`src/rtl/neuron_event_scheduler_pkg.sv`:
```
// Shared types and defaults for the neuron event scheduler.
// No ports: state enum, sign-bit position and default leak pacing.
package nhap_sched_pkg;

   typedef enum logic [1:0] {
      IDLE,
      SYN,
      LEAK,
      DRAIN
   } sched_state_e;

   localparam int DEF_SYN_WEIGHT_WIDTH = 4;
   localparam int SYN_SIGN_BIT = DEF_SYN_WEIGHT_WIDTH - 1;
   localparam int DEF_LEAK_GAP = 4;

endpackage

```
`src/rtl/neuron_event_scheduler_if.sv`:
```
// AER pre-synaptic spike handshake bundle.
// master drives valid/addr, slave returns ready.
interface neuron_event_scheduler_if #(
   parameter int PRE_AW = 8
);
   logic              aer_in_valid;
   logic [PRE_AW-1:0] aer_in_addr;
   logic              aer_in_ready;

   modport master (
      output aer_in_valid,
      output aer_in_addr,
      input  aer_in_ready
   );

   modport slave (
      input  aer_in_valid,
      input  aer_in_addr,
      output aer_in_ready
   );
endinterface

```
`src/rtl/neuron_event_scheduler_syn_event_decode.sv`:
```
// Registered synapse-word decode: turns one SRAM read into exc/inh strobe.
// Ports: CLK/RST, rd_data/rd_post/rd_vld in; event_exc/inh, weight, addr out.
module syn_event_decode
   import nhap_sched_pkg::*;
#(
   parameter int NEUR_AW          = 8,
   parameter int SYN_WEIGHT_WIDTH = DEF_SYN_WEIGHT_WIDTH
) (
   input  logic                        CLK,
   input  logic                        RST,
   input  logic [SYN_WEIGHT_WIDTH-1:0] rd_data,
   input  logic [NEUR_AW-1:0]          rd_post,
   input  logic                        rd_vld,
   output logic                        event_exc,
   output logic                        event_inh,
   output logic [SYN_WEIGHT_WIDTH-1:0] syn_weight,
   output logic [NEUR_AW-1:0]          neur_addr
);
   localparam int SB = SYN_WEIGHT_WIDTH - 1;

   logic                        exc_d, exc_q;
   logic                        inh_d, inh_q;
   logic [SYN_WEIGHT_WIDTH-1:0] wgt_d, wgt_q;
   logic [NEUR_AW-1:0]          addr_d, addr_q;
   logic                        mag_nz;

   // zero magnitude means no synapse, whatever the sign bit says
   always_comb begin
      mag_nz = |rd_data[SB-1:0];
      exc_d  = rd_vld & mag_nz & ~rd_data[SB];
      inh_d  = rd_vld & mag_nz & rd_data[SB];
      wgt_d  = rd_vld ? rd_data : '0;
      addr_d = rd_vld ? rd_post : '0;
   end

   always_ff @(posedge CLK) begin
      if (RST) begin
         exc_q  <= 1'b0;
         inh_q  <= 1'b0;
         wgt_q  <= '0;
         addr_q <= '0;
      end else begin
         exc_q  <= exc_d;
         inh_q  <= inh_d;
         wgt_q  <= wgt_d;
         addr_q <= addr_d;
      end
   end

   assign event_exc  = exc_q;
   assign event_inh  = inh_q;
   assign syn_weight = wgt_q;
   assign neur_addr  = addr_q;

endmodule

```
`src/rtl/neuron_event_scheduler.sv`:
```
// Spike/leak event scheduler feeding the neuron state-update datapath.
// Ports: CLK/RST, aer (slave), tick/clear_req, synapse SRAM read, event outputs.
module neuron_event_scheduler
   import nhap_sched_pkg::*;
#(
   parameter int N_NEUR           = 256,
   parameter int NEUR_AW          = 8,
   parameter int PRE_AW           = 8,
   parameter int SYN_WEIGHT_WIDTH = DEF_SYN_WEIGHT_WIDTH,
   parameter int LEAK_GAP         = DEF_LEAK_GAP
) (
   input  logic                        CLK,
   input  logic                        RST,
   neuron_event_scheduler_if.slave     aer,
   input  logic                        tick,
   input  logic                        clear_req,
   output logic                        syn_rd_en,
   output logic [PRE_AW+NEUR_AW-1:0]   syn_rd_addr,
   input  logic [SYN_WEIGHT_WIDTH-1:0] syn_rd_data,
   output logic [NEUR_AW-1:0]          neur_addr,
   output logic                        event_exc,
   output logic                        event_inh,
   output logic                        event_leak,
   output logic [SYN_WEIGHT_WIDTH-1:0] syn_weight,
   output logic                        global_leak_time,
   output logic                        busy,
   output logic                        sweep_done,
   output logic                        tick_overrun
);
   localparam int GW = (LEAK_GAP > 2) ? $clog2(LEAK_GAP) : 1;
   localparam logic [NEUR_AW-1:0] LAST = NEUR_AW'(N_NEUR - 1);
   localparam logic [GW-1:0] RELOAD = GW'(LEAK_GAP - 1);

   sched_state_e       state_q, state_d;
   logic [PRE_AW-1:0]  pre_q, pre_d;
   logic [NEUR_AW-1:0] cnt_q, cnt_d;
   logic [GW-1:0]      gap_q, gap_d;
   logic               drn_q, drn_d;
   logic               lend_q, lend_d;
   logic               tick_pend_q, tick_pend_d;
   logic               clr_pend_q, clr_pend_d;
   logic               clr_act_q, clr_act_d;
   logic               ovr_q, ovr_d;
   logic               rd_vld_q, rd_vld_d;
   logic [NEUR_AW-1:0] rd_post_q, rd_post_d;
   logic               leak_q, leak_d;
   logic               glt_q, glt_d;
   logic [NEUR_AW-1:0] lk_addr_q, lk_addr_d;
   logic               done_q, done_d;
   logic               rdy;
   logic               enter_leak;
   logic [NEUR_AW-1:0] dec_addr;

   // a tick in the same cycle beats a waiting spike
   assign rdy = (state_q == IDLE) & ~tick_pend_q & ~tick & ~RST;
   assign aer.aer_in_ready = rdy;

   always_comb begin
      state_d    = state_q;
      pre_d      = pre_q;
      cnt_d      = cnt_q;
      gap_d      = gap_q;
      drn_d      = drn_q;
      lend_d     = lend_q;
      clr_act_d  = clr_act_q;
      leak_d     = 1'b0;
      glt_d      = 1'b0;
      lk_addr_d  = '0;
      done_d     = 1'b0;
      enter_leak = 1'b0;
      syn_rd_en  = 1'b0;
      unique case (state_q)
         IDLE: begin
            if (tick_pend_q) begin
               state_d    = LEAK;
               enter_leak = 1'b1;
               cnt_d      = '0;
               gap_d      = '0;
               lend_d     = 1'b0;
               clr_act_d  = clr_pend_q;
            end else if (aer.aer_in_valid && rdy) begin
               state_d = SYN;
               pre_d   = aer.aer_in_addr;
               cnt_d   = '0;
            end
         end
         SYN: begin
            syn_rd_en = 1'b1;
            cnt_d     = cnt_q + NEUR_AW'(1);
            if (cnt_q == LAST) begin
               state_d = DRAIN;
               drn_d   = 1'b0;
            end
         end
         DRAIN: begin
            // two cycles: last read data, then last strobe
            drn_d = 1'b1;
            if (drn_q) begin
               state_d = IDLE;
               drn_d   = 1'b0;
               done_d  = 1'b1;
            end
         end
         LEAK: begin
            // lend_q holds one extra cycle so done trails the last strobe
            if (lend_q) begin
               state_d   = IDLE;
               lend_d    = 1'b0;
               clr_act_d = 1'b0;
               done_d    = 1'b1;
            end else if (gap_q == '0) begin
               leak_d    = 1'b1;
               glt_d     = clr_act_q;
               lk_addr_d = cnt_q;
               gap_d     = RELOAD;
               cnt_d     = cnt_q + NEUR_AW'(1);
               lend_d    = (cnt_q == LAST);
            end else begin
               gap_d = gap_q - GW'(1);
            end
         end
         default: state_d = IDLE;
      endcase
      tick_pend_d = tick | (tick_pend_q & ~enter_leak);
      clr_pend_d  = clear_req | (clr_pend_q & ~enter_leak);
      ovr_d       = ovr_q | (tick & tick_pend_q);
      rd_vld_d    = syn_rd_en;
      rd_post_d   = syn_rd_en ? cnt_q : '0;
   end

   always_ff @(posedge CLK) begin
      if (RST) begin
         state_q     <= IDLE;
         pre_q       <= '0;
         cnt_q       <= '0;
         gap_q       <= '0;
         drn_q       <= 1'b0;
         lend_q      <= 1'b0;
         tick_pend_q <= 1'b0;
         clr_pend_q  <= 1'b0;
         clr_act_q   <= 1'b0;
         ovr_q       <= 1'b0;
         rd_vld_q    <= 1'b0;
         rd_post_q   <= '0;
         leak_q      <= 1'b0;
         glt_q       <= 1'b0;
         lk_addr_q   <= '0;
         done_q      <= 1'b0;
      end else begin
         state_q     <= state_d;
         pre_q       <= pre_d;
         cnt_q       <= cnt_d;
         gap_q       <= gap_d;
         drn_q       <= drn_d;
         lend_q      <= lend_d;
         tick_pend_q <= tick_pend_d;
         clr_pend_q  <= clr_pend_d;
         clr_act_q   <= clr_act_d;
         ovr_q       <= ovr_d;
         rd_vld_q    <= rd_vld_d;
         rd_post_q   <= rd_post_d;
         leak_q      <= leak_d;
         glt_q       <= glt_d;
         lk_addr_q   <= lk_addr_d;
         done_q      <= done_d;
      end
   end

   syn_event_decode #(
      .NEUR_AW          (NEUR_AW),
      .SYN_WEIGHT_WIDTH (SYN_WEIGHT_WIDTH)
   ) u_dec (
      .CLK        (CLK),
      .RST        (RST),
      .rd_data    (syn_rd_data),
      .rd_post    (rd_post_q),
      .rd_vld     (rd_vld_q),
      .event_exc  (event_exc),
      .event_inh  (event_inh),
      .syn_weight (syn_weight),
      .neur_addr  (dec_addr)
   );

   assign syn_rd_addr      = {pre_q, cnt_q};
   assign event_leak       = leak_q;
   assign global_leak_time = glt_q;
   assign neur_addr        = leak_q ? lk_addr_q : dec_addr;
   assign sweep_done       = done_q;
   assign tick_overrun     = ovr_q;
   assign busy             = (state_q != IDLE) | rd_vld_q;

endmodule

```
`src/flat_wrapper.sv`:
```
// flat-port wrapper written by rule: the top's interface ports become plain ports
module neuron_event_scheduler_flat import nhap_sched_pkg::*;
#(
   parameter int N_NEUR           = 256,
   parameter int NEUR_AW          = 8,
   parameter int PRE_AW           = 8,
   parameter int SYN_WEIGHT_WIDTH = DEF_SYN_WEIGHT_WIDTH,
   parameter int LEAK_GAP         = DEF_LEAK_GAP
)
  (CLK, RST, tick, clear_req, syn_rd_en, syn_rd_addr, syn_rd_data, neur_addr, event_exc, event_inh, event_leak, syn_weight, global_leak_time, busy, sweep_done, tick_overrun, aer_aer_in_valid, aer_aer_in_addr, aer_aer_in_ready);
  neuron_event_scheduler_if #(.PRE_AW(PRE_AW)) aer_i ();
  input  logic CLK;
  input  logic RST;
  input  logic tick;
  input  logic clear_req;
  output logic syn_rd_en;
  output logic [PRE_AW+NEUR_AW-1:0] syn_rd_addr;
  input  logic [SYN_WEIGHT_WIDTH-1:0] syn_rd_data;
  output logic [NEUR_AW-1:0] neur_addr;
  output logic event_exc;
  output logic event_inh;
  output logic event_leak;
  output logic [SYN_WEIGHT_WIDTH-1:0] syn_weight;
  output logic global_leak_time;
  output logic busy;
  output logic sweep_done;
  output logic tick_overrun;
  input wire logic [$bits(aer_i.aer_in_valid)-1:0] aer_aer_in_valid;
  input wire logic [$bits(aer_i.aer_in_addr)-1:0] aer_aer_in_addr;
  output wire logic [$bits(aer_i.aer_in_ready)-1:0] aer_aer_in_ready;
  assign aer_i.aer_in_valid = aer_aer_in_valid;
  assign aer_i.aer_in_addr = aer_aer_in_addr;
  assign aer_aer_in_ready = aer_i.aer_in_ready;
  neuron_event_scheduler #(.N_NEUR(N_NEUR), .NEUR_AW(NEUR_AW), .PRE_AW(PRE_AW), .SYN_WEIGHT_WIDTH(SYN_WEIGHT_WIDTH), .LEAK_GAP(LEAK_GAP)) u_core (.CLK(CLK), .RST(RST), .aer(aer_i), .tick(tick), .clear_req(clear_req), .syn_rd_en(syn_rd_en), .syn_rd_addr(syn_rd_addr), .syn_rd_data(syn_rd_data), .neur_addr(neur_addr), .event_exc(event_exc), .event_inh(event_inh), .event_leak(event_leak), .syn_weight(syn_weight), .global_leak_time(global_leak_time), .busy(busy), .sweep_done(sweep_done), .tick_overrun(tick_overrun));
endmodule
```
`config.mk`:
```
export PLATFORM = sky130hd
export DESIGN_NAME = neuron_event_scheduler_flat
export DESIGN_NICKNAME = d
export VERILOG_FILES = /design/src/rtl/neuron_event_scheduler_pkg.sv /design/src/rtl/neuron_event_scheduler_if.sv /design/src/rtl/neuron_event_scheduler_syn_event_decode.sv /design/src/rtl/neuron_event_scheduler.sv /design/src/flat_wrapper.sv
export SDC_FILE = /design/constraint.sdc
export NUM_CORES = 1
export LEC_CHECK = 0
export CAP_MARGIN = 20
export CORE_ASPECT_RATIO = 1.1
export CORE_MARGIN = 1.5
export CORE_UTILIZATION = 50
export CTS_CLUSTER_SIZE = 25
export DETAILED_ROUTE_END_ITERATION = 7
export HOLD_SLACK_MARGIN = 0.08
export PLACE_DENSITY = 0.8
export SLEW_MARGIN = 10
export SYNTH_ARGS = -nofsm -noshare
export SYNTH_HDL_FRONTEND = slang
export SYNTH_SLANG_ARGS = --single-unit
```
`constraint.sdc`:
```
create_clock -name CLK -period 5.15 [get_ports CLK]
set_input_delay 1.03 -clock CLK [delete_from_list [all_inputs] [get_ports CLK]]
set_output_delay 1.03 -clock CLK [all_outputs]
set_load 0.05 [all_outputs]
```
==> impl_metrics.tcl, run 1 <==
set metrics [dict create \
    status "completed" \
    ios 54 \
    avgViaCountPerCell 5.22 \
    path_clk_slew_ps 60 \
    rows 25 \
    end_kind "output port" \
    r2r_slack_ps 2790 \
    cts_hold_buffers 0 \
    p_per_area_nw_per_um2 422 \
    final_max_slew_viol_count 0 \
    detail_route.wl_per_cell_microns 13.5 \
    fin_nets 318 \
    leakage_nw 1.16 \
    async_reset_ff_frac 0 \
    antenna_found_initial 0 \
    final-setup-viol-count 0 \
    period_share 0.749 \
    synth_warnings 0 \
    gr-usage-all-layers 0.208 \
    cts.sinks 60 \
    fin_util 0.699 \
    switching_share 0.336 \
    vias 1838 \
    drt_iter0_drc 54 \
    final_cell_mix "dfxtp_1, clkdlybuf4s50_1, a21oi_1, and2_1, nand2_1" \
    ys_ff_latch 60 \
    final_common_cell "dfxtp_1" \
    syn_inst 236 \
    worst_slew_pin_slew_ps 991 \
    vdd_drop_max_v 0.000316 \
    cap_violations 0 \
    design_area_sq_um 3040 \
    overflow 0 \
    layout-drive-gt1-share 0.0940 \
    firstDrtPassIters 4 \
    synth_flop_cell "dfxtp_1" \
    skew_ps 4.81 \
    path_class "in -> out" \
    routed_wl_microns 4740 \
    die-area_sq_um 4960 \
    synth-xor-area-share 0.00385 \
    dp_hpwl_microns 3360 \
    r2r_start "u_core.state_q[0]" \
    slew_headroom 0.339 \
    grt_pass1_vias 1724 \
    r2r-end "u_core.cnt_q[4]" \
    synth_simple_gate_area_frac 0.219 \
    cts-buffers-inserted 9 \
    gp_congestion 0.889 \
    area_growth_pct 33.6 \
    post_cts_buffers 0 \
    synth_top_family_by_area "simple AND/OR/NAND/NOR gates" \
    rr_worst_depth 6 \
    h-tree-depth 3 \
    p_comb_frac 0.278 \
    start_util 0.523 \
    die_w_microns 67.3 \
    ant_nets 0 \
    power_frac_clock 0.316 \
    cts_tree "built" \
    drc 0 \
    start_kind "primary input" \
    cp_max_fo 28 \
    grt_pass1_wl_microns 7600 \
    hold_violations 0 \
    grt_max_degree 29 \
    cts_root_buf "clkbuf_8" \
    synth_edf_count 0 \
    hold-path-cell-count 1 \
    clock_path_buffers 2 \
    fin_setup_tns_ps 0 \
    p_sw_uw 430 \
    port_buffers 53 \
    synth_compound_area_frac 0.126 \
    chipHeight_microns 73.7 \
    hp-start "u_core.rd_post_q[1]" \
    syn_nets 260 \
    muxShareOfSynthArea 0.0490 \
    critPathArrivalTime_ps 2830 \
    clock.fmax_mhz 259 \
    syn_avg_cell_area_sq_um 9.63 \
    syn_area_sq_um 2270 \
    p_seq_frac 0.406 \
    cp.required_ps 4120 \
    holdPathEnd "u_core.u_dec.neur_addr[1]" \
    hold-worst-slack_ps 424 \
    intPower_uw 852 \
    place_area_sq_um 2850 \
    ys_seq_area_frac 0.528 \
    clk_latency_ps 330 \
    fin_crit_ps 3860 \
    rsz0062_at_grt "no" \
    coreArea_sq_um 4350 \
    worstHoldPathType "reg -> reg" \
    cts_resized 0 \
    synth_cell_type_count 35 \
    n_antenna_cell 0 \
    synth_fa_ha_area_frac 0.0385 \
]
-- metrics by stage --
step	std cells	power (mW)	worst slack, ps
2_1_floorplan	236	0.778	1460
3_3_place_gp	337	0.876	1310
3_5_place_dp	337	0.885	1280
4_1_cts	352	1.29	1280
5_1_grt	352	1.35	1220
6_report	352	1.28	1290
-- power groups by stage --
stage	Clock (mW)	Sequential [mW]	Combinational (mW)
CTS	0.413	0.521	0.357
global placement	0	0.530	0.347
global route	0.429	0.525	0.391
finish	0.406	0.521	0.356
floorplan	0	0.564	0.214
detailed placement	0	0.531	0.354
-- worst max path at each step --
stage	endpoint	depth (start not counted)	startpoint
CTS	aer_aer_in_ready	5	RST
global placement	aer_aer_in_ready	5	RST
global route	aer_aer_in_ready	5	RST
finish	aer_aer_in_ready	5	RST
detailed placement	aer_aer_in_ready	5	RST
floorplan	aer_aer_in_ready	2	RST
-- cells by family after synthesis --
| kind of cell | Yosys count |
|---|---|
| xor gates and xnor gates | 1 |
| muxes | 10 |
| buffers and inverters | 19 |
| and+or+nand+nor | 93 |
| adders and majority gates | 7 |
| AOI/OAI and AO/OA | 46 |
| DFF | 60 |
-- metal layers --
metal | global-route usage | vias to the layer above | part of all wire
li1 | - | 938 | -
met2 | 0.353 | 41 | 0.51
met3 | 0.0674 | 6 | 0.041
met1 | 0.236 | 853 | 0.43
met5 | 0 | - | 0
met4 | 0.0952 | 0 | 0.013
-- worst max-delay path, stage by stage --
cell	delay, ps
clkdlybuf4s50_1	400
buf_4	220
nor3_1	190
buf_4	180
clkdlybuf4s50_1	810
-- cells in the mapped netlist (3+ instances only) --
cell	n	area share
a21oi_1	23	0.051
and2_1	22	0.061
and3_1	7	0.019
clkbuf_1	5	0.0083
dfxtp_1	60	0.53
ha_1	7	0.039
inv_1	11	0.018
mux2_2	9	0.045
nand2_1	18	0.030
nand2b_1	3	0.0083
nand3_1	14	0.031
nand4_1	3	0.0083
nor2_1	11	0.018
nor2b_1	4	0.011
nor3_1	5	0.011
o21ai_0	4	0.0088
o31ai_1	5	0.017
or4_1	4	0.013
-- flip-flops by register name, indices dropped and copies added, names as in the netlist, 2 cells and up --
signal                   count
u_core.rd_post_q             8
u_core.gap_q                 2
u_core.u_dec.neur_addr       8
u_core.pre_q                 8
u_core.cnt_q                 8
u_core.state_q               2
u_core.u_dec.syn_weight      4
u_core.lk_addr_q             8
-- final cells by class --
cell class	count	area, sq um
timing repair buffer	55	546
tap	54	67.6
clock inverter	5	52.6
fill	340	1310
multi-input combinational	157	992
inverter	11	41.3
sequential	60	1200
clock buffer	10	138
Power figures use the tool's default switching activity.
==> inputs of run 2 (changes only) <==
Settings changed: CORE_UTILIZATION 50 to 44, PLACE_DENSITY 0.8 to 0.75.
Clock period 5.15 ns to 3.3 ns, I/O delays scaled along.
==> run 2 against run 1 <==
Compared with the run above: power is 60% higher; critical path type is now reg -> out; critical path depth is 2 lower; critical endpoint is now syn_rd_en; via count up 0.60%; hold slack better by 1.9 ps; highest routed layer unchanged; combinational power rose by 61%; global-route usage shrank 2.9 points; the flow now finishes with violations (DRC); register-to-register slack lost 1700 ps.
==> impl_metrics.tcl, run 2 (synthesis results as in run 1) <==
set metrics [dict create \
    rr_worst_depth 6 \
    place_area_sq_um 2880 \
    dp.cells 343 \
    port_buffers 53 \
    coreArea_sq_um 5000 \
    die-area_sq_um 5610 \
    post_cts_buffers 0 \
    switching_share 0.332 \
    nFillCells 430 \
    cts-buffers-inserted 9 \
    grt_max_degree 28 \
    skew_ps 3.73 \
    fin_crit_ps 2690 \
    critPathMaxStageDelay_ps 870 \
    hold-path-cell-count 1 \
    hold_violations 0 \
    cts.sinks 60 \
    critPathArrivalTime_ps 2030 \
    drt_iter0_drc 103 \
    final-setup-viol-count 0 \
    rows 27 \
    start_kind "flip-flop" \
    grt_pass1_wl_microns 7660 \
    ios 54 \
    finalPower_mw 2.05 \
    worst_slack_ps 610 \
    final_cell_mix "dfxtp_1, clkdlybuf4s50_1, a21oi_1, and2_1, nand2_1" \
    slew_headroom 0.555 \
    path_class "reg -> out" \
    worst_path_max_delay_cell "clkdlybuf4s50_1" \
    clk_latency_ps 330 \
    crit_chain "inv_1 -> ha_1 -> clkdlybuf4s50_1" \
    cts_hold_buffers 0 \
    power_frac_clock 0.324 \
    rsz0062_at_grt "no" \
    layoutNonFillerInstCount 359 \
    vdd_drop_max_v 0.000302 \
    cts_tree "built" \
    antenna_found_initial 0 \
    vias 1849 \
    path_clk_slew_ps 60 \
    h-tree-depth 3 \
    period_share 0.815 \
    avgViaCountPerCell 5.15 \
    chipHeight_microns 78.4 \
    cp_max_fo 10 \
    fin_setup_tns_ps 0 \
    leakage_nw 1.18 \
    ant_nets 0 \
    p_seq_frac 0.395 \
    status "finished with violations" \
    cp.required_ps 2640 \
    gr-usage-all-layers 0.179 \
    n_antenna_cell 0 \
    p_per_area_nw_per_um2 666 \
    die_w_microns 71.5 \
    design_area_sq_um 3080 \
    cts_root_buf "clkbuf_8" \
    p_comb_frac 0.280 \
    gp_congestion 0.788 \
    cts_resized 0 \
    intPower_mw 1.37 \
    start_util 0.455 \
    layout-drive-gt1-share 0.103 \
    routed_wl_microns 4870 \
    end_kind "output port" \
    fin_nets 320 \
    pre_cts_ws_ps 483 \
    cap_violations 0 \
    final_common_cell "dfxtp_1" \
    worst_slew_pin_slew_ps 667 \
    violations "DRC" \
    area_growth_pct 35.5 \
    clock_path_buffers 2 \
    dp_hpwl_microns 3360 \
    final_max_slew_viol_count 0 \
    worstHoldPathType "reg -> reg" \
    drc 5 \
    grt_pass1_vias 1617 \
    p_sw_uw 682 \
    overflow 0 \
    detail_route.wl_per_cell_microns 13.6 \
    clock.fmax_mhz 372 \
    firstDrtPassIters 6 \
]
[run 2: layout make-up]
class | instances | area (sq um) | area share
timing repair buffer | 57 | 571 | 0.185
clock buffer | 12 | 155 | 0.0504
sequential | 60 | 1200 | 0.390
tap | 58 | 72.6 | 0.0236
multi-input combinational | 157 | 992 | 0.322
clock inverter | 4 | 47.5 | 0.0154
inverter | 11 | 41.3 | 0.0134
[run 2: worst paths after layout]
check / start / slack, ps / end
worst max-delay path: u_core.state_q[1] / 610 / syn_rd_en
worst max register to register: u_core.state_q[0] / 1070 / u_core.cnt_q[3]
worst min-delay path: u_core.rd_post_q[6] / 430 / u_core.u_dec.neur_addr[6]
worst min register to register: u_core.rd_post_q[6] / 430 / u_core.u_dec.neur_addr[6]
[run 2: per-stage QoR]
step	util	hold slack [ps]
after detailed placement	0.576	411
after global placement	0.576	409
after global routing	0.616	439
after CTS	0.616	426
after floorplan	-	406
final	0.616	426
[run 2: worst max-delay path, delay by kind of cell, from the launching register on]
kind,cells,cell delay [ps]
fa+ha+maj,1,380
buf+inv,2,980
flops,1,340
[run 2: layer usage]
layer / vias up / wire [microns] / track usage
met5: - / 0 / 0
met4: 0 / 41 / 0.100
met3: 4 / 235 / 0.0552
met2: 55 / 2410 / 0.293
met1: 851 / 2190 / 0.208
li1: 939 / - / -
[run 2: power groups by stage]
stage	sequential (mW)	clock (mW)	combinational, mW
2_1_floorplan	0.880	0	0.334
3_3_place_gp	0.826	0	0.560
3_5_place_dp	0.827	0	0.567
4_1_cts	0.811	0.678	0.572
5_1_grt	0.819	0.714	0.618
6_report	0.811	0.665	0.574
==> inputs of run 3 (changes only) <==
Settings changed: CORE_UTILIZATION 44 to 49, PLACE_DENSITY 0.75 to 0.79.
Clock period 3.3 ns to 2.5 ns, I/O delays scaled along.
==> run 3 against run 2 <==
Compared with the run above: the run now ends clean; design area rose by 2.5%; via count rose by 1.2%; core utilization grew 11 points; wire length down 3.0%; die area decreased by 9.8%; final cell count grew 1.1%; global-route usage is 2.1 points higher; critical endpoint unchanged; largest power group unchanged.
==> impl_metrics.tcl, run 3 (synthesis results as in run 1) <==
set metrics [dict create \
    status "completed" \
    area_growth_pct 38.9 \
    die-area_sq_um 5060 \
    grt_max_degree 28 \
    top_layer_used "met4" \
    start_kind "flip-flop" \
    cts_tree "built" \
    chipHeight_microns 74.4 \
    clock_path_buffers 2 \
    grt_pass1_wl_microns 7420 \
    cts_hold_buffers 0 \
    slew_headroom 0.578 \
    layoutNonFillerInstCount 363 \
    worstHoldPathType "reg -> reg" \
    critPathArrivalTime_ps 1760 \
    detail_route.wl_per_cell_microns 13.0 \
    wl_met2_microns 2340 \
    gp_congestion 0.899 \
    worst_slack_ps 243 \
    gr-usage-all-layers 0.200 \
    cp.required_ps 2000 \
    vdd_drop_max_v 0.000603 \
    cap_violations 0 \
    dp_hpwl_microns 3350 \
    fin_setup_tns_ps 0 \
    worst_slew_pin_slew_ps 631 \
    rsz0062_at_grt "no" \
    end_kind "output port" \
    cts_root_buf "clkbuf_8" \
    clk_latency_ps 330 \
    path_clk_slew_ps 60 \
    period_share 0.903 \
    met3_length_microns 192 \
    final-setup-viol-count 0 \
    nFillCells 318 \
    die_w_microns 67.9 \
    design_area_sq_um 3160 \
    start_util 0.519 \
    coreArea_sq_um 4380 \
    clock.fmax_mhz 443 \
    final_max_slew_viol_count 0 \
    path_class "reg -> out" \
    rows 25 \
    n_antenna_cell 0 \
    drc 0 \
    place_area_sq_um 2940 \
    avgViaCountPerCell 5.16 \
    antenna_found_initial 0 \
    port_buffers 53 \
    p_per_area_nw_per_um2 872 \
    final_cell_mix "dfxtp_1, clkdlybuf4s50_1, a21oi_1, and2_1, nand2_1" \
    fin_crit_ps 2260 \
    fin_nets 328 \
    vias 1872 \
    layout-drive-gt1-share 0.133 \
    routed_wl_microns 4730 \
    firstDrtPassIters 4 \
    grt_pass1_vias 1683 \
    ios 54 \
    wl_met1_microns 2110 \
    skew_ps 4.36 \
    cts.sinks 60 \
    leakage_nw 1.37 \
    cp_max_fo 4 \
    overflow 0 \
    hold_violations 0 \
    cts-buffers-inserted 9 \
    dp.cells 347 \
    final_common_cell "dfxtp_1" \
    pre_cts_ws_ps -24.1 \
    drt_iter0_drc 107 \
    h-tree-depth 3 \
    ant_nets 0 \
]
## run 3: changes by cell type in the layout (fill, tap and decap cells not counted), sizes merged
cell / change
buf: +9
clkdlybuf4s50: -9
dlymetal6s2s: +8
## run 3: path summary, 6_finish.rpt
check	from	end	slack (ps)	cells past startpoint
setup / recovery	u_core.state_q[1]	syn_rd_en	240	3
hold / removal	u_core.rd_post_q[6]	u_core.u_dec.neur_addr[6]	420	1
setup reg to reg	u_core.state_q[0]	u_core.cnt_q[7]	390	6
hold reg to reg	u_core.rd_post_q[6]	u_core.u_dec.neur_addr[6]	420	1
## run 3: per-stage QoR
stage	utilization	hold slack, ps	power (mW)
final	0.721	425	2.75
after global routing	0.721	437	2.88
after CTS	0.717	426	2.77
after detailed placement	0.670	411	1.90
after global placement	0.670	408	1.89
after floorplan	-	406	1.61
## run 3: report_power, final
group          leakage, nW  switching [mW]  internal (mW)  total [mW]
Sequential           0.486          0.0535           1.02        1.07
Clock                0.102           0.354          0.511       0.865
Combinational        0.781           0.489          0.329       0.817
## run 3: layer usage
layer,global-route usage,up-vias
met5,0,-
met4,0.107,0
met3,0.0635,7
met2,0.334,38
met1,0.225,866
li1,-,961
## run 3: area by class of cell
cell class	count	area, sq um	share of cell area
clock buffers	12	155	0.0491
clock inverters	4	47.5	0.0151
inverters	11	41.3	0.0131
multi-input cells	157	997	0.316
flip-flops and latches	60	1200	0.380
well taps	54	67.6	0.0214
repair buffers	65	648	0.205
## run 3: what timing repair did
item,CTS,global route
hold endpoints to repair,0,0
gates resized for setup,0,8
setup endpoints to repair,0,8
buffers inserted,0,0
## run 3: critical path: stages, from the launching register on
cell,delay [ps]
dfxtp_1,340
inv_1,110
ha_1,170
clkdlybuf4s50_1,800
